==> src/rtl/rhs_stim_pkg.sv <==
// rhs_stim_pkg: shared types and constants for the RHS stimulation sequencers
package rhs_stim_pkg;

    localparam int CHAN_W           = 5;
    localparam int TICK_DIV_DEFAULT = 2800;

    typedef enum logic [1:0] {
        STIM_ON        = 2'd0,
        STIM_OFF       = 2'd1,
        CHARGE_RECOVER = 2'd2
    } cmd_op_t;

    typedef enum logic [3:0] {
        IDLE,
        PH1,
        W1,
        PH2,
        W2,
        OFF,
        CR,
        GAP,
        DONE
    } state_t;

endpackage

==> src/rtl/rhs_stim_sequencer_tick_timer.sv <==
// rhs_tick_timer: tick prescaler plus tick down-counter; expire marks the cycle the last tick lands
module rhs_tick_timer #(
    parameter int TICK_DIV = 2800,
    parameter int W        = 16
) (
    input  logic         aclk,
    input  logic         areset,
    input  logic         load,
    input  logic [W-1:0] ticks,
    input  logic         count,
    output logic         expire
);

    localparam int PW = (TICK_DIV > 1) ? $clog2(TICK_DIV) : 1;

    logic [PW-1:0] presc;
    logic [W-1:0]  remain;
    logic          tick;

    assign tick   = count && (presc == PW'(TICK_DIV - 1));
    assign expire = tick && (remain == W'(1));

    // Load restarts the prescaler so every wait is an exact multiple of TICK_DIV cycles
    always_ff @(posedge aclk or posedge areset) begin
        if (areset) begin
            presc  <= '0;
            remain <= '0;
        end else if (load) begin
            presc  <= '0;
            remain <= ticks;
        end else if (count) begin
            presc <= tick ? '0 : presc + 1'b1;
            if (tick && remain != '0)
                remain <= remain - 1'b1;
        end
    end

endmodule

==> src/rtl/rhs_stim_sequencer.sv <==
// rhs_stim_sequencer: biphasic pulse-train sequencer issuing stim commands over valid/ready
// Optional charge-recovery step after each pulse is built when RHS_STIM_CHARGE_RECOVERY_EN is defined
module rhs_stim_sequencer
    import rhs_stim_pkg::*;
#(
    parameter int TICK_DIV = TICK_DIV_DEFAULT,
    parameter int CNT_W    = 16
`ifdef RHS_STIM_CHARGE_RECOVERY_EN
    ,
    parameter int CR_TICKS = 2
`endif
) (
    input  logic              aclk,
    input  logic              areset,
    input  logic              start,
    input  logic              abort,
    input  logic [CHAN_W-1:0] stim_pos_chan,
    input  logic [CHAN_W-1:0] stim_neg_chan,
    input  logic              monopolar,
    input  logic [CNT_W-1:0]  pulse_width,
    input  logic [CNT_W-1:0]  intrapulse_delay,
    input  logic [CNT_W-1:0]  num_pulse,
    input  logic              infinite,
    output logic              cmd_valid,
    input  logic              cmd_ready,
    output logic [1:0]        cmd_op,
    output logic              cmd_phase,
    output logic [CHAN_W-1:0] cmd_pos_chan,
    output logic [CHAN_W-1:0] cmd_neg_chan,
    output logic              cmd_bipolar,
    output logic              busy,
    output logic              done,
    output logic              aborted,
    output logic [CNT_W-1:0]  pulse_cnt
);

    state_t            state, state_nx;
    logic [CNT_W-1:0]  pw_l, dly_l, num_l, pw_ticks, tmr_ticks;
    logic              inf_l, abort_pend, more, more_now, hs;
    logic              tmr_load, tmr_count, tmr_expire;
`ifdef RHS_STIM_CHARGE_RECOVERY_EN
    logic              cr_wait;
`endif

    assign hs       = cmd_valid & cmd_ready;
    assign pw_ticks = (pw_l == '0) ? CNT_W'(1) : pw_l;
    assign more_now = inf_l | (pulse_cnt < num_l);

    rhs_tick_timer #(.TICK_DIV(TICK_DIV), .W(CNT_W)) u_timer (
        .aclk   (aclk),
        .areset (areset),
        .load   (tmr_load),
        .ticks  (tmr_ticks),
        .count  (tmr_count),
        .expire (tmr_expire)
    );

    // State register
    always_ff @(posedge aclk or posedge areset) begin
        if (areset)
            state <= IDLE;
        else
            state <= state_nx;
    end

    // Config latch, pulse counter, abort tracking and sticky status
    always_ff @(posedge aclk or posedge areset) begin
        if (areset) begin
            cmd_pos_chan <= '0;
            cmd_neg_chan <= '0;
            cmd_bipolar  <= 1'b0;
            pw_l         <= '0;
            dly_l        <= '0;
            num_l        <= '0;
            inf_l        <= 1'b0;
            pulse_cnt    <= '0;
            done         <= 1'b0;
            aborted      <= 1'b0;
            abort_pend   <= 1'b0;
            more         <= 1'b0;
`ifdef RHS_STIM_CHARGE_RECOVERY_EN
            cr_wait      <= 1'b0;
`endif
        end else begin
            if (state == IDLE && start) begin
                cmd_pos_chan <= stim_pos_chan;
                cmd_neg_chan <= stim_neg_chan;
                cmd_bipolar  <= ~monopolar;
                pw_l         <= pulse_width;
                dly_l        <= intrapulse_delay;
                num_l        <= num_pulse;
                inf_l        <= infinite;
                pulse_cnt    <= '0;
                done         <= 1'b0;
                aborted      <= 1'b0;
                abort_pend   <= 1'b0;
            end
            if (abort && busy)
                abort_pend <= 1'b1;
            if (state == OFF && hs) begin
                pulse_cnt <= (&pulse_cnt) ? pulse_cnt : pulse_cnt + 1'b1;
                more      <= more_now;
            end
            if (state == DONE) begin
                done    <= 1'b1;
                aborted <= abort_pend;
            end
`ifdef RHS_STIM_CHARGE_RECOVERY_EN
            cr_wait <= (state == CR) && (state_nx == CR) && (cr_wait || hs);
`endif
        end
    end

    // Next-state logic; wait timers are loaded on the transition into each wait
    always_comb begin
        state_nx  = state;
        tmr_load  = 1'b0;
        tmr_ticks = pw_ticks;
        case (state)
            IDLE: if (start) state_nx = PH1;
            PH1: begin
                if (abort)
                    state_nx = OFF;
                else if (hs) begin
                    state_nx = W1;
                    tmr_load = 1'b1;
                end
            end
            W1: if (abort) state_nx = OFF; else if (tmr_expire) state_nx = PH2;
            PH2: begin
                if (abort)
                    state_nx = OFF;
                else if (hs) begin
                    state_nx = W2;
                    tmr_load = 1'b1;
                end
            end
            W2: if (abort || tmr_expire) state_nx = OFF;
            OFF: begin
                if (hs) begin
                    if (abort_pend || abort)
                        state_nx = DONE;
`ifdef RHS_STIM_CHARGE_RECOVERY_EN
                    else
                        state_nx = CR;
`else
                    else if (dly_l != '0) begin
                        state_nx  = GAP;
                        tmr_load  = 1'b1;
                        tmr_ticks = dly_l;
                    end else
                        state_nx = more_now ? PH1 : DONE;
`endif
                end
            end
`ifdef RHS_STIM_CHARGE_RECOVERY_EN
            CR: begin
                if (!cr_wait) begin
                    if (hs && (abort_pend || abort))
                        state_nx = DONE;
                    else if (hs) begin
                        tmr_load  = 1'b1;
                        tmr_ticks = CNT_W'(CR_TICKS);
                    end
                end else if (abort)
                    state_nx = DONE;
                else if (tmr_expire) begin
                    if (dly_l != '0) begin
                        state_nx  = GAP;
                        tmr_load  = 1'b1;
                        tmr_ticks = dly_l;
                    end else
                        state_nx = more ? PH1 : DONE;
                end
            end
`endif
            GAP: if (abort) state_nx = DONE; else if (tmr_expire) state_nx = more ? PH1 : DONE;
            DONE: state_nx = IDLE;
            default: state_nx = IDLE;
        endcase
    end

    // Command and status outputs decoded from the current state
    always_comb begin
        cmd_valid = state inside {PH1, PH2, OFF};
        cmd_op    = (state == OFF) ? STIM_OFF : STIM_ON;
        cmd_phase = (state == PH2);
        busy      = (state != IDLE) && (state != DONE);
        tmr_count = state inside {W1, W2, GAP};
`ifdef RHS_STIM_CHARGE_RECOVERY_EN
        cmd_valid = cmd_valid | (state == CR && !cr_wait);
        cmd_op    = (state == CR) ? CHARGE_RECOVER : cmd_op;
        tmr_count = tmr_count | (state == CR && cr_wait);
`endif
    end

endmodule

==> config.mk <==
export PLATFORM = sky130hd
export DESIGN_NAME = rhs_stim_sequencer
export DESIGN_NICKNAME = d
export VERILOG_FILES = /design/src/rtl/rhs_stim_pkg.sv /design/src/rtl/rhs_stim_sequencer_tick_timer.sv /design/src/rtl/rhs_stim_sequencer.sv
export SDC_FILE = /design/constraint.sdc
export NUM_CORES = 1
export LEC_CHECK = 0
export CAP_MARGIN = 20
export CORE_MARGIN = 8
export CORE_UTILIZATION = 47
export CTS_CLUSTER_DIAMETER = 40
export DETAILED_ROUTE_END_ITERATION = 8
export DONT_BUFFER_PORTS = 1
export PLACE_DENSITY = 0.73
export SLEW_MARGIN = 0
export SYNTH_ARGS = -nofsm -noshare
export SYNTH_HDL_FRONTEND = slang
export SYNTH_SLANG_ARGS = --single-unit
==> constraint.sdc <==
create_clock -name aclk -period 5.22 [get_ports aclk]
set_clock_uncertainty 0.05 [all_clocks]
set_input_delay 1.044 -clock aclk [delete_from_list [all_inputs] [get_ports aclk]]
set_output_delay 1.044 -clock aclk [all_outputs]
set_load 0.02 [all_outputs]
==> parameters.txt, run 1 <==
Parameter                              Value

Outcome
  Status    completed

Detailed routing
  Number of iterations in the first detailed-routing pass    5
  Routed length per placed instance    17.4 um
  Final routed DRC violation total    0
  Highest metal used    met4
  Number of violations reported at the end of detailed-routing iteration 0    353
  Sum of met3 wire segment lengths after detailed routing    989 um
  Number of routed nets with antenna violations    0
  Aggregate routed wire length    14500 um
  Met1 Routed Length    6040 um
  Via density    5.75
  Routed vias    4788
  Met2 routed wirelength    7170 um

Worst setup path
  WP data required    5430 ps
  Critical path class    reg2reg
  Worst Setup End Kind    register
  Critical path startpoint category    register
  Maximum net fanout on the critical path    12
  Data arrival time of the critical path    3180 ps

Clock network
  CTS H-tree lvls    3
  Hold-fix buffers at CTS    0
  Number of CTS-inserted buffers    9
  CTS tree    yes
  Quantity of gates resized following cts    0
  Clock latency at the later pin of the worst-skew pair    370 ps
  Max Root-Sink Buffers    2
  Clock slew at reported path FFs    80 ps
  Clk sinks    112
  Clock root buffer    clkbuf_16
  Buffers inserted during post-CTS setup optimization    0

GRT
  Global-route total usage across every layer    0.188
  Congestion Overflow GR    0
  Vias in the first global route    4883
  Largest net degree at the start of global routing    84
  Global-route wire length before repair    24700 um
  Initial antenna violation count    0

Floorplanning
  Height of the die    128 um
  Effective utilization at floorplan    0.474
  I/O pins    99
  Width of the die    128 um
  DIE AREA    0.0163 mm2
  Core region area    0.0124 mm2
  Number of standard-cell rows in the floorplan    41

Synthesis
  Post-synthesis cell type count    64
  Number of enable-type register cells in the synthesized netlist    0
  Mean area per synthesized cell    8.79 um2
  Synth Cell Area    0.00588 mm2
  Post-Syn Instances    669
  Post-synthesis sequential area ratio    0.477
  Total of flip-flops plus latches after synthesis    112
  Net Count, Synth    753
  Post-synth top flop    dfrtp_1
  Proportion of register bits with asynchronous set or reset after synthesis    1.00
  Number of warning messages in the yosys log    0

Timing
  Worst-Margin Slew    961 ps
  Part of the cycle the worst path needs    0.569
  Summed negative setup slack over all endpoints    0 ps
  Unrepaired setup endpoints after global routing    false
  Number of failing hold endpoints at the final stage    0
  Worst relative slew slack    0.358
  Minimum clock period    2970 ps
  Final setup viols    0
  Total count of max-transition violations in the final report    0
  Fmax    0.337 GHz

Finish
  Commonest cells after routing, fill and taps aside    nand2_1, dfrtp_1, o21ai_0
  Area taken by flip-flops and latches    0.00280 mm2
  Number of inserted filler cells in the final layout    1179
  Summed area of non-filler cells in the final layout    0.00632 mm2
  Layout cell share with drive strength beyond 1    0.0605
  Post-Layout Cell Count    833
  Growth of design area from synthesis to finish    7.40%
  Nets    740
  Diodes inserted    0
  Area of the multi-input gates    0.00288 mm2
  Most common library cell in the layout ignoring fill and taps    nand2_1

Placed design
  Gpl congestion    0.913
  Total instance count after detailed placement    817
  HPWL Detailed    10500 um
  Standard cell area after detailed placement    0.00601 mm2
  Port buffer count    0

Run
  Max capacitance violation total    0

Pwr
  Overall power    3.43 mW
  Highest ir drop seen on vdd    0.284 mV
  Static leakage power    2.85 nW
  Power density of the placed cells    543 mW/mm2

Worst hold path
  Path type of the worst min-delay path    reg2reg
critical path, cell delays in order (launching register included):
cell and delay [ps]:
dfrtp_1 570, ha_1 300, inv_1 100, nor4_2 590, a41oi_1 500, nor2_1 470
o21ai_0 180, o31ai_1 100
cells in the mapped netlist, drive strengths merged (3+ instances only):
master / count / area (um2)
a211oi: 4 / 30.0
a21oi: 24 / 120
a22o: 7 / 61.3
a31oi: 5 / 31.3
and2: 4 / 25.0
and3: 12 / 75.1
buf: 8 / 47.5
clkbuf: 19 / 71.3
dfrtp: 112 / 2800
ha: 19 / 238
inv: 24 / 90.1
mux2: 7 / 78.8
nand2: 190 / 713
nand2b: 4 / 25.0
nand3: 15 / 80.1
nand4: 13 / 81.3
nor2: 37 / 139
nor2b: 5 / 31.3
nor3: 17 / 95.1
nor3b: 4 / 30.0
nor4: 13 / 100
o211ai: 6 / 45.0
o21ai: 54 / 270
o221ai: 3 / 26.3
o31ai: 6 / 45.0
xnor2: 13 / 114
xor2: 7 / 61.3
cell type report:
| type | instances | share of cell area |
|---|---|---|
| multi-input cells | 506 | 0.456 |
| inverters | 24 | 0.0147 |
| flip-flops and latches | 112 | 0.444 |
| clock inverters | 7 | 0.0121 |
| repair buffers | 3 | 0.00357 |
| clock buffers | 9 | 0.0357 |
| well taps | 172 | 0.0341 |
where the power goes:
| group | internal, mW | switching [mW] | total (mW) | leakage, nW |
|---|---|---|---|---|
| Clock | 0.338 | 0.351 | 0.689 | 0.140 |
| Combinational | 0.440 | 0.721 | 1.16 | 1.29 |
| Sequential | 1.19 | 0.391 | 1.58 | 1.42 |
| Total | 1.97 | 1.46 | 3.43 | 2.85 |
metrics by stage:
stage,utilization,setup WS (ps),hold slack (ps)
floorplan,-,1170,388
detailed placement,0.484,2300,422
global route,0.509,1890,467
CTS,0.509,2230,438
finish,0.509,2250,428
global placement,0.484,2370,401
sequential cells by signal, indices dropped and copies added (netlist names):
name	cells
done	1
num_l	16
cmd_pos_chan	5
state	4
inf_l	1
more	1
u_timer.remain	16
cmd_neg_chan	5
pw_l	16
abort_pend	1
u_timer.presc	12
pulse_cnt	16
cmd_bipolar	1
dly_l	16
aborted	1
logic make-up (layout without fill, tap and decap cells):
family | count (synthesis) | count (layout) | synth area share
AO/OA/AOI/OAI | 131 | 131 | 0.143
adder cells (fa/ha/maj) | 20 | 20 | 0.0421
XOR/XNOR | 20 | 20 | 0.0298
AND/OR/NAND/NOR | 326 | 326 | 0.257
multiplexers | 8 | 8 | 0.0151
other | 1 | 1 | 0.000638
flip-flops | 112 | 112 | 0.477
buffers and inverters | 51 | 43 | 0.0355
path summary, 6_finish.rpt:
kind,from,end,slack [ps],cells past startpoint
max in group asynchronous,areset,u_timer.remain[7]$_DFFE_PP0P_,3410,2
worst max register to register,pulse_cnt[0]$_DFFE_PP0P_,pulse_cnt[14]$_DFFE_PP0P_,2250,7
worst min register to register,u_timer.presc[7]$_DFFE_PP0P_,u_timer.presc[7]$_DFFE_PP0P_,430,1
min in group asynchronous,areset,dly_l[11]$_DFFE_PP0P_,700,1
worst max-delay path,pulse_cnt[0]$_DFFE_PP0P_,pulse_cnt[14]$_DFFE_PP0P_,2250,7
worst min-delay path,u_timer.presc[7]$_DFFE_PP0P_,u_timer.presc[7]$_DFFE_PP0P_,430,1
routing by layer:
layer	vias up	GRT usage
li1	2304	-
met1	2317	0.229
met2	142	0.309
met3	25	0.0524
met4	0	0.0706
met5	-	0
Power figures use the tool's default switching activity.
==> run 2, diff against run 1 <==
Clock period 5.22 ns to 2.85 ns, I/O delays scaled along.
==> run 2 against run 1 <==
Effect of this change:
- die area unchanged
- non-clock buffer count grew 14
- flip-flop and latch count stayed put
- sequential share of layout area down 0.90 points
- critical path depth decreased by 1
==> parameters.txt, run 2 (synthesis results as in run 1) <==
Parameter                              Value

Clock network
  Buffers inserted during post-CTS setup optimization    0
  CTS tree    yes
  Number of CTS-inserted buffers    9
  CTS H-tree lvls    3
  Hold-fix buffers at CTS    0
  Clock latency at the later pin of the worst-skew pair    360 ps
  Clock root buffer    clkbuf_16
  Clk sinks    112
  Clock slew at reported path FFs    80 ps
  Max Root-Sink Buffers    2

Worst setup path
  Setup slack of the most critical reg-to-reg path    340 ps
  WP data required    3030 ps
  Kind of cell adding the most delay to the critical path    compound AO/OA/AOI/OAI gates
  Cell chain of the critical path    a21boi_0, a211o_4, a311oi_4, nand3_2, and3_1, or3_1
  Slowest library cell on the worst path    dfrtp_1
  Critical path class    reg2reg
  Number of buffer and inverter instances along the worst setup path    0
  Maximum net fanout on the critical path    14
  Critical path startpoint category    register
  R2r endpoint    u_timer.remain[7]$_DFFE_PP0P_
  Worst R2R Path Depth    6
  Biggest cell delay along the critical path    610 ps
  Reg-to-Reg Start    state[1]$_DFFE_PP0P_
  Worst Setup End Kind    register
  Data arrival time of the critical path    2690 ps

Detailed routing
  Number of violations reported at the end of detailed-routing iteration 0    306
  Final routed DRC violation total    0
  Aggregate routed wire length    14700 um
  Number of routed nets with antenna violations    0
  Routed length per placed instance    17.3 um
  Via density    5.68
  Routed vias    4809
  Number of iterations in the first detailed-routing pass    5

Finish
  Final Util    0.519
  Most common library cell in the layout ignoring fill and taps    nand2_1
  Summed area of non-filler cells in the final layout    0.00645 mm2
  Growth of design area from synthesis to finish    9.64%
  Commonest cells after routing, fill and taps aside    nand2_1, dfrtp_1, o21ai_0
  Diodes inserted    0
  Post-Layout Cell Count    847
  Nets    754
  Layout cell share with drive strength beyond 1    0.0815

GRT
  Vias in the first global route    4796
  Routing layer with the top usage in global route    met2
  GR Util met1    0.233
  Congestion Overflow GR    0
  Global-route total usage across every layer    0.184
  Met2 track utilization from global routing    0.292
  Global-route wire length before repair    24100 um
  Initial antenna violation count    0
  Global-route met3 utilization    0.0628
  Largest net degree at the start of global routing    74

Timing
  Post-route setup slack    342 ps
  Part of the cycle the worst path needs    0.880
  Worst-Margin Slew    745 ps
  Summed negative setup slack over all endpoints    0 ps
  Minimum clock period    2510 ps
  Final setup viols    0
  Unrepaired setup endpoints after global routing    false
  Fmax    0.399 GHz
  Number of failing hold endpoints at the final stage    0
  Final-layout worst hold slack    144 ps
  Total count of max-transition violations in the final report    0
  Worst relative slew slack    0.502

Worst hold path
  Path type of the worst min-delay path    in2async

Pwr
  Internal power    3.68 mW
  Combinational group share of total power    0.359
  Switching part of the total    0.421
  Highest ir drop seen on vdd    0.549 mV
  Static leakage power    2.94 nW
  Net load switching power    2.67 mW
  Overall power    6.35 mW
  Power density of the placed cells    985 mW/mm2
  Clock network fraction of design power    0.191
  Portion of total power attributed to sequential cells    0.451

Placed design
  Pre-CTS setup slack    293 ps
  Total instance count after detailed placement    831
  Gpl congestion    0.875
  Standard cell area after detailed placement    0.00616 mm2
  HPWL Detailed    10800 um
  Port buffer count    0

Floorplanning
  I/O pins    99
  DIE AREA    0.0163 mm2
  Width of the die    128 um
  Core region area    0.0124 mm2
  Effective utilization at floorplan    0.474
  Height of the die    128 um
  Number of standard-cell rows in the floorplan    41

Run
  Max capacitance violation total    0

Outcome
  Status    completed
-- run 2: cell types whose count changed in the layout (fill, tap and decap cells not counted), sizes merged --
cell      change
buf          +14
clkinv        +2
clkinvlp      -1
inv           -1
-- run 2: power groups by stage --
stage / Combinational [mW] / Sequential [mW] / Clock, mW
6_report: 2.28 / 2.86 / 1.21
5_1_grt: 2.57 / 2.95 / 1.30
4_1_cts: 2.28 / 2.86 / 1.24
3_5_place_dp: 2.27 / 2.88 / 0
3_3_place_gp: 2.16 / 2.86 / 0
2_1_floorplan: 1.79 / 2.65 / 0
-- run 2: how the worst max path moves through the flow --
stage                             startpoint                            end  slack [ps]  depth (start not counted)
floorplan                              abort  u_timer.remain[2]$_DFFE_PP0P_         520                          8
global placement    pulse_cnt[2]$_DFFE_PP0P_           state[0]$_DFFE_PP0P_         360                          7
detailed placement  pulse_cnt[2]$_DFFE_PP0P_           state[0]$_DFFE_PP0P_         290                          7
CTS                 pulse_cnt[2]$_DFFE_PP0P_           state[0]$_DFFE_PP0P_         260                          7
global route            state[1]$_DFFE_PP0P_  u_timer.remain[7]$_DFFE_PP0P_         170                          6
finish                  state[1]$_DFFE_PP0P_  u_timer.remain[7]$_DFFE_PP0P_         340                          6
-- run 2: cell type report --
type,count,area [um2]
Multi-Input combinational cell,506,2890
Tap cell,172,215
Clock inverter,7,56.3
Inverter,24,93.8
Clock buffer,9,225
Fill cell,1168,5970
Sequential cell,112,2800
Timing Repair Buffer,17,165
-- run 2: worst register-to-register path, stage by stage (launching register included) --
cell and delay [ps]:
dfrtp_1 610, a21boi_0 230, a211o_4 400, a311oi_4 420, nand3_2 120, and3_1 200, or3_1 350
-- run 2: metal layers --
metal / share of wire / wire length, um / vias up
met5: 0 / 0 / -
met4: 0.012 / 180 / 0
met3: 0.073 / 1070 / 12
met2: 0.47 / 6950 / 156
met1: 0.44 / 6490 / 2317
li1: - / - / 2324
-- run 2: what timing repair did --
| item | CTS | global route |
|---|---|---|
| hold endpoints to repair | 0 | 0 |
| endpoints found under the setup margin | 0 | 1 |
| resized for setup | 0 | 1 |
